### config.mk
export PLATFORM = sky130hd
export DESIGN_NAME = frac_tick_gen
export DESIGN_NICKNAME = d
export VERILOG_FILES = /design/src/rtl/clock_pkg.sv /design/src/rtl/frac_step_sat.sv /design/src/rtl/frac_tick_gen.sv
export SDC_FILE = /design/constraint.sdc
export NUM_CORES = 1
export LEC_CHECK = 0
export CAP_MARGIN = 25
export CORE_MARGIN = 4
export CORE_UTILIZATION = 45
export DETAILED_ROUTE_END_ITERATION = 10
export PLACE_DENSITY = 0.72
export SYNTH_ARGS = -nofsm -noshare
export SYNTH_HDL_FRONTEND = slang
export SYNTH_HIERARCHICAL = 1
export SYNTH_SLANG_ARGS = --single-unit
### constraint.sdc
create_clock -name i_sysclk -period 5.3 [get_ports i_sysclk]
set_clock_uncertainty 0.15 [all_clocks]
set_input_delay 0.795 -clock i_sysclk [delete_from_list [all_inputs] [get_ports i_sysclk]]
set_output_delay 0.795 -clock i_sysclk [all_outputs]
set_load 0.1 [all_outputs]
### src/rtl/clock_pkg.sv
// Shared clock-rate helpers for the tick generators and their benches.
package clock_pkg;

  // Rounded 2^acc_w * out_hz / sys_hz, carried out at 64 bits so ACC_W=32 cannot overflow.
  function automatic logic [63:0] calc_inc(input int unsigned sys_hz,
                                           input int unsigned out_hz,
                                           input int unsigned acc_w);
    logic [63:0] num;
    logic [63:0] den;
    num = 64'(out_hz) << acc_w;
    den = 64'(sys_hz);
    return (num + (den >> 1)) / den;
  endfunction

endpackage

### src/rtl/frac_step_sat.sv
// Increment plus signed trim, clamped to the unsigned ACC_W-bit range.
module frac_step_sat #(
  parameter int unsigned ACC_W  = 32,
  parameter int unsigned TRIM_W = 8
) (
  input  logic [ACC_W-1:0]  inc,
  input  logic [TRIM_W-1:0] trim,
  output logic [ACC_W-1:0]  step
);

  // Two guard bits: bit ACC_W+1 is the sign, bit ACC_W flags overflow above 2^ACC_W-1.
  logic [ACC_W+1:0] sum;

  always_comb begin
    sum = {2'b00, inc} + {{(ACC_W+2-TRIM_W){trim[TRIM_W-1]}}, trim};
    if (sum[ACC_W+1]) begin
      step = '0;
    end else if (sum[ACC_W]) begin
      step = '1;
    end else begin
      step = sum[ACC_W-1:0];
    end
  end

endmodule

### src/rtl/frac_tick_gen.sv
// Fractional NCO tick generator: programmable increment with wrap-aligned shadow
// update, signed trim, phase sync and a faster sub-tick.
module frac_tick_gen
  import clock_pkg::*;
#(
  parameter int unsigned SYS_CLK_HZ  = 50_000_000,
  parameter int unsigned OUT_CLK_HZ  = 1,
  parameter int unsigned ACC_W       = 32,
  parameter int unsigned TRIM_W      = 8,
  parameter int unsigned SUB_SHIFT   = 1,
  parameter logic [63:0] INC_DEFAULT = calc_inc(SYS_CLK_HZ, OUT_CLK_HZ, ACC_W)
) (
  input  logic              i_sysclk,
  input  logic              i_reset_n,
  input  logic              i_en,
  input  logic              i_sync,
  input  logic              i_inc_wr,
  input  logic [ACC_W-1:0]  i_inc,
  input  logic [TRIM_W-1:0] i_trim,
  output logic              o_div,
  output logic              o_tick,
  output logic              o_tick_sub,
  output logic              o_inc_pending,
  output logic [ACC_W-1:0]  o_inc_active
);

  localparam int unsigned   SUB_W   = ACC_W - SUB_SHIFT;
  localparam logic [ACC_W-1:0] INC_RST = INC_DEFAULT[ACC_W-1:0];

  logic [ACC_W-1:0] acc_reg;
  logic [ACC_W-1:0] inc_active_reg;
  logic [ACC_W-1:0] inc_shadow_reg;
  logic             pending_reg;
  logic             tick_reg;
  logic             tick_sub_reg;

  logic [ACC_W-1:0] step;
  logic [ACC_W:0]   sum_next;
  logic [SUB_W:0]   sub_sum_next;
  logic             carry;
  logic             carry_sub;

  frac_step_sat #(
    .ACC_W  (ACC_W),
    .TRIM_W (TRIM_W)
  ) u_step (
    .inc  (inc_active_reg),
    .trim (i_trim),
    .step (step)
  );

  // Carries, not MSB edges, mark wraps so a step near 2^ACC_W still ticks every add.
  always_comb begin
    sum_next     = {1'b0, acc_reg} + {1'b0, step};
    sub_sum_next = {1'b0, acc_reg[SUB_W-1:0]} + {1'b0, step[SUB_W-1:0]};
    carry        = sum_next[ACC_W];
    carry_sub    = sub_sum_next[SUB_W];
  end

  always_ff @(posedge i_sysclk or negedge i_reset_n) begin
    if (!i_reset_n) begin
      acc_reg        <= '0;
      inc_active_reg <= INC_RST;
      inc_shadow_reg <= INC_RST;
      pending_reg    <= 1'b0;
      tick_reg       <= 1'b0;
      tick_sub_reg   <= 1'b0;
    end else begin
      if (i_sync) begin
        acc_reg      <= '0;
        tick_reg     <= 1'b0;
        tick_sub_reg <= 1'b0;
        if (pending_reg) begin
          inc_active_reg <= inc_shadow_reg;
          pending_reg    <= 1'b0;
        end
      end else if (i_en) begin
        acc_reg      <= sum_next[ACC_W-1:0];
        tick_reg     <= carry;
        tick_sub_reg <= carry_sub;
        if (carry && pending_reg) begin
          inc_active_reg <= inc_shadow_reg;
          pending_reg    <= 1'b0;
        end
      end else begin
        tick_reg     <= 1'b0;
        tick_sub_reg <= 1'b0;
      end
      // A write on an apply edge overrides it, so it waits for the next wrap or sync.
      if (i_inc_wr) begin
        inc_shadow_reg <= i_inc;
        pending_reg    <= 1'b1;
      end
    end
  end

  assign o_div         = acc_reg[ACC_W-1];
  assign o_tick        = tick_reg;
  assign o_tick_sub    = tick_sub_reg;
  assign o_inc_pending = pending_reg;
  assign o_inc_active  = inc_active_reg;

endmodule

==> results of run 1 <==
-- final timing paths --
| path | cells after the start | endpoint | slack [ns] |
|---|---|---|---|
| setup reg to reg | 23 | o_inc_active[8] | -0.08 |
| hold / removal | 1 | inc_shadow_reg[3] | 0.33 |
| min in group i_sysclk | 1 | o_inc_active[11] | 0.35 |
| hold reg to reg | 1 | o_inc_active[11] | 0.35 |
| setup / recovery | 24 | o_inc_active[8] | -0.17 |
| max in group asynchronous | 2 | o_inc_active[0] | 3.59 |
-- placed cells by master, fill, tap and decap left out, types with 11 or more instances in the layout --
cell	instances
o21ai_0	25
mux2i_1	11
ha_1	43
buf_4	236
mux2_2	34
a21oi_1	65
mux2_4	30
a21o_1	29
inv_1	19
dfrtp_1	69
xor2_1	19
dfrtp_2	22
nand2_1	43
a21oi_2	26
nand3_1	25
ha_4	20
xnor2_1	25
nand4_1	12
clkdlybuf4s50_1	71
nor2_1	52
-- worst max-delay path: stages --
cell      delay (ns)
buf_6           0.09
ha_4            0.15
fa_2            0.38
a211oi_2        0.22
o21ai_2         0.09
o211ai_2        0.27
o31ai_4         0.11
a21oi_4         0.17
o21ai_2         0.08
a221oi_2        0.31
xor2_2          0.21
buf_12          0.14
a21oi_2         0.05
ha_2            0.18
fa_2            0.37
a21o_4          0.23
a221oi_4        0.28
o32a_4          0.24
a21oi_4         0.05
o21ai_2         0.18
a211o_2         0.17
a31o_4          0.27
buf_12          0.18
mux2_4          0.30
-- layout make-up --
type / count / area, sq um / share of cell area [%]
Sequential cell: 99 / 2520 / 22.3
Tap cell: 220 / 275 / 2.44
Inverter: 19 / 71.3 / 0.631
Multi-Input combinational cell: 628 / 5370 / 47.6
Clock inverter: 6 / 70.1 / 0.620
Timing Repair Buffer: 326 / 2760 / 24.4
Clock buffer: 10 / 229 / 2.03
-- metal layers --
| metal | wire length, um | share of wire (%) | global-route usage (%) |
|---|---|---|---|
| met2 | 11400 | 49 | 39.1 |
| met1 | 10200 | 44 | 28.5 |
| met5 | 0 | 0 | 0 |
| met3 | 919 | 4.0 | 3.14 |
| met4 | 487 | 2.1 | 7.36 |
-- logic make-up (layout without fill, tap and decap cells) --
family / count (synthesis) / after routing / share of synthesized area [%]
compound gates: 254 / 254 / 22.3
xor+xnor: 46 / 46 / 5.44
buf+inv: 52 / 361 / 4.61
fa+ha+maj: 67 / 67 / 11.1
mux: 75 / 75 / 12.3
simple gates: 186 / 186 / 11.8
flops: 99 / 99 / 32.4
-- metrics by stage --
step / area (sq um) / std cells
after global routing: 11300 / 1308
after detailed placement: 10200 / 1253
final: 11300 / 1308
after CTS: 11000 / 1297
after floorplan: 7800 / 779
after global placement: 10200 / 1253
-- timing repair --
action | 4_1_cts | 5_1_grt
gates cloned | 2 | 1
endpoints found under the setup margin | 55 | 52
pin swaps | 33 | 28
gates resized for setup | 64 | 35
buffers inserted | 26 | 11
==> run summary, run 1 <==
Die Outline Area = 19,200 sq um
Count of routing violations after the opening detailed-route iteration = 631
Shortest clock period the worst path allows after layout = 5.47 ns
Remaining antenna violation count after routing = 0
Critical path arrival = 5.55 ns
Worst Setup Path Type = input pin to flop
Clock root buffer = clkbuf_16
Max Fanout on Critical Path = 8
Routed length per placed instance = 17.6 um
Pin count of the biggest net entering global routing = 62
Leading post-synthesis cells by cell area = dfrtp_1 30%, ha_1 11%, mux2_4 5.9%, a21oi_1 5.8%, mux2_2 5.0%
Hold slack final = 0.333 ns
Portion of synthesized cell area occupied by the leading cell type = 29.7%
Most instantiated library cell after synthesis = dfrtp_1
Worst min path class = input pin to async pin
Final sum of negative setup slack = -4.43 ns
Number of filler cells placed in the layout = 1,179
Number of levels the H-tree was split into = 3
Vias post-DR = 7,318
Crit share post-route = 103%
I/O Pins = 81
Router iterations before antenna repair = 5
Hold Vio Cnt, Final = 0
Total of flip-flops plus latches after synthesis = 99
Synthesis-to-finish area growth = 47.1%
Worst setup path startpoint = i_trim[0]
Clock transition at the register clock pins on the worst setup and hold paths after CTS = 0.07 ns
Sequential element share of the synthesized area = 32.4%
Slew headroom = 32.1%
Count of flip-flops with a built-in enable after synthesis = 0
Die Wd = 139 um
Gate count of the mapped netlist = 779
Via-to-Cell Ratio = 5.59
Average cell area after synthesis = 9.86 sq um
Final core utilization = 67.9%
Number of clock buffers inserted by TritonCTS = 9
Initial antenna violation count = 0
CP Launch Type = input pin
Layout cells sized above 1 = 43.8%
Unique masters post-synth = 80
Number of buffers between clock root and the deepest sink = 2
Clock Latency Late Sink = 0.36 ns
Number of input and output port buffers inserted = 80
Failing checks = negative setup slack
Global-route wire length before repair = 35,900 um
Worst setup timing slack at the placement stage = -0.999 ns
Via count of the first global-routing pass = 7,421
Placeable Area = 16,600 sq um
Antenna diode count = 0
Yosys synthesis warning count = 6
CP endpoint kind = flop
Number of standard-cell rows in the floorplan = 47
Die boundary height = 139 um
Starting density of the core = 46.1%
Reg-to-Reg Start = o_inc_active[0]
Synth Cell Area = 7680 sq um
Least setup slack across all paths after layout = -0.167 ns
CTS tree = yes
Routed Wire Length = 23,000 um
Nets = 1,195
Setup-failing EPs final = 32
Synth top cells by count = 91 x dfrtp_1, 89 x a21oi_1, 65 x ha_1
Setup repair after global routing missed its margin = yes
Outcome = complete, but fails checks
Slew Viols, Final = 0
Max Freq = 183 MHz
Residual overflow from global routing = 0
Prevailing post-synth register cell = dfrtp_1
Transition time of the tightest slew-check pin = 1.02 ns
Required time at the worst-slack endpoint = 5.39 ns
Half-perimeter wire length after placement = 15,600 um
Remaining design rule violation count = 0
CTS sink cnt = 99
GPL Wtd Cong = 0.925
Share of flip-flops with an asynchronous set or reset after synthesis = 100%
Dominant cell type by area after synthesis = dfrtp_1
Hold bufs inserted after CTS = 0
Number of nets in the synthesized netlist = 891
Number of maximum-capacitance violations = 0
Tot GR Track Use = 22.3%
Power of run 1 is not shown: default switching activity piles up to over one toggle a cycle in this logic, so the estimate is an artifact.
==> run 2, diff against run 1 <==
- CAP_MARGIN: 25 -> 20
- CTS_BUF_LIST: default -> sky130_fd_sc_hd__clkbuf_2
- REMOVE_ABC_BUFFERS: default -> 1
==> run summary, run 2 (synthesis gave the netlist of run 1 again) <==
Number of clock buffers inserted by TritonCTS = 9 (unchanged)
Highest-count cells in the layout ignoring fill and taps = 237 x buf_4, 91 x dfrtp_1, 77 x clkdlybuf4s50_1
Vias post-DR = 7,247 (-0.97%)
Number of levels the H-tree was split into = 3 (unchanged)
I/O Pins = 81 (unchanged)
Slew headroom = 33.3% (+1.2 points)
Clock Latency Late Sink = 0.64 ns (+0.28 ns)
Beginning of the worst hold path = inc_shadow_reg[12]
CTS sink cnt = 99 (unchanged)
Slew Viols, Final = 0 (unchanged)
Initial antenna violation count = 1 (+1)
Count of routing violations after the opening detailed-route iteration = 372 (-41%)
Clock root buffer = clkbuf_2
Residual overflow from global routing = 0 (unchanged)
Via-to-Cell Ratio = 5.50 (-1.7%)
Critical path arrival = 5.91 ns (+0.36 ns)
Max Fanout on Critical Path = 7 (-1)
Global-route wire length before repair = 35,500 um (-1.1%)
CP endpoint kind = flop
Synthesis-to-finish area growth = 44.8%
Most common library cell in the layout ignoring fill and taps = buf_4
Number of input and output port buffers inserted = 80 (unchanged)
Routed length per placed instance = 16.8 um (-4.2%)
Max Freq = 181 MHz (-1.1%)
Die Wd = 139 um (unchanged)
Number of standard-cell rows in the floorplan = 47 (unchanged)
Half-perimeter wire length after placement = 15,400 um (-0.96%)
Pin count of the biggest net entering global routing = 60 (-3.2%)
Tot GR Track Use = 22.1% (-0.24 points)
Router iterations before antenna repair = 5 (unchanged)
Layout cells sized above 1 = 41.0% (-2.8 points)
Remaining design rule violation count = 0 (unchanged)
Setup repair after global routing missed its margin = yes
Reg-to-Reg Start = o_inc_active[0]
Clock transition at the register clock pins on the worst setup and hold paths after CTS = 0.35 ns (+0.28 ns)
Die boundary height = 139 um (unchanged)
Via count of the first global-routing pass = 7,300 (-1.6%)
Transition time of the tightest slew-check pin = 0.997 ns (-0.0187 ns)
Least setup slack across all paths after layout = -0.229 ns (-0.0621 ns)
Die Outline Area = 19,200 sq um (unchanged)
CTS tree = yes
Worst setup timing slack at the placement stage = -1.13 ns (-0.134 ns)
Shortest clock period the worst path allows after layout = 5.53 ns (+0.0621 ns)
Setup-failing EPs final = 33 (+3.1%)
Number of buffers between clock root and the deepest sink = 2 (unchanged)
CP Launch Type = input pin
Worst Setup Path Type = input pin to flop
Remaining antenna violation count after routing = 0 (unchanged)
Required time at the worst-slack endpoint = 5.68 ns (+0.29 ns)
Placeable Area = 16,600 sq um (unchanged)
Routed Wire Length = 22,200 um (-3.4%)
Starting density of the core = 46.1% (unchanged)
Crit share post-route = 104% (+1.2 points)
Failing checks = negative setup slack
Worst min path class = flop to flop
Outcome = complete, but fails checks
Hold Vio Cnt, Final = 0 (unchanged)
Number of maximum-capacitance violations = 0 (unchanged)
Nets = 1,204 (+0.75%)
Number of filler cells placed in the layout = 1,239 (+5.1%)
Worst setup path startpoint = i_trim[1]
GPL Wtd Cong = 0.923 (-0.17%)
run 2: cell types whose count changed in the layout (fill, tap and decap cells not counted), moves of 4 or more:
cell	delta
dlygate4sd2_1	-4
dfrtp_2	-22
ha_4	-9
clkbuf_16	-10
clkbuf_2	+9
dfrtp_1	+22
ha_1	+9
a21oi_2	-5
clkdlybuf4s50_1	+6
run 2: what timing repair did:
| action | CTS | global route |
|---|---|---|
| gates resized for setup | 60 | 47 |
| hold endpoints to repair | 34 | 0 |
| pin swaps | 29 | 38 |
| setup buffers | 21 | 15 |
| endpoints found under the setup margin | 45 | 50 |
| gates cloned | 6 | 0 |
| hold buffers | 1 | 0 |
run 2: area by class of cell:
type | instances | area [sq um] | area share [%]
clock buffer | 9 | 45.0 | 0.405
antenna | 1 | 2.50 | 0.0225
inverter | 19 | 71.3 | 0.641
clock inverter | 7 | 70.1 | 0.630
multi-input combinational | 628 | 5290 | 47.6
sequential | 99 | 2490 | 22.4
tap | 220 | 275 | 2.47
timing repair buffer | 335 | 2880 | 25.9
run 2: final timing paths:
path                               endpoint  slack, ns  depth (start not counted)
max in group asynchronous  o_inc_active[23]       3.33                          3
max reg2reg                o_inc_active[23]      -0.23                         24
max                        o_inc_active[23]      -0.23                         24
min in group asynchronous       acc_reg[19]       0.49                          2
min reg2reg                o_inc_active[12]       0.35                          1
min                        o_inc_active[12]       0.35                          1
run 2: critical path: stages:
cell	delay [ns]
clkdlybuf4s50_1	0.45
fa_2	0.40
a211oi_2	0.25
o21ai_2	0.11
o211ai_2	0.26
o31ai_4	0.13
a21oi_4	0.14
o21ai_2	0.09
a221oi_2	0.30
xor2_2	0.19
buf_6	0.16
a21oi_4	0.06
ha_4	0.16
fa_2	0.40
a21o_4	0.24
a221oi_4	0.30
o32a_4	0.24
a21oi_4	0.05
o21ai_2	0.17
a211o_2	0.18
a31o_4	0.22
buf_6	0.13
buf_8	0.13
mux2_4	0.30
run 2: through the flow:
step	cell area, sq um	TNS [ns]	std cells	hold WS, ns	util [%]
3_3_place_gp	10200	-49.21	1265	0.326	61.0
2_1_floorplan	7400	-62.45	746	0.306	-
6_report	11100	-5.47	1318	0.347	66.8
3_5_place_dp	10200	-54.51	1265	0.334	61.0
5_1_grt	11100	-13.06	1318	0.369	66.8
4_1_cts	10900	-5.85	1308	0.348	65.3
run 2: routing by layer:
metal	track usage, %	up-vias	share of wire, %
met5	0	-	0
met4	5.72	0	2.0
met3	2.41	39	3.6
met2	38.6	174	49
met1	29.3	3519	45
li1	-	3515	-
Power of run 2 is left out for the same reason.
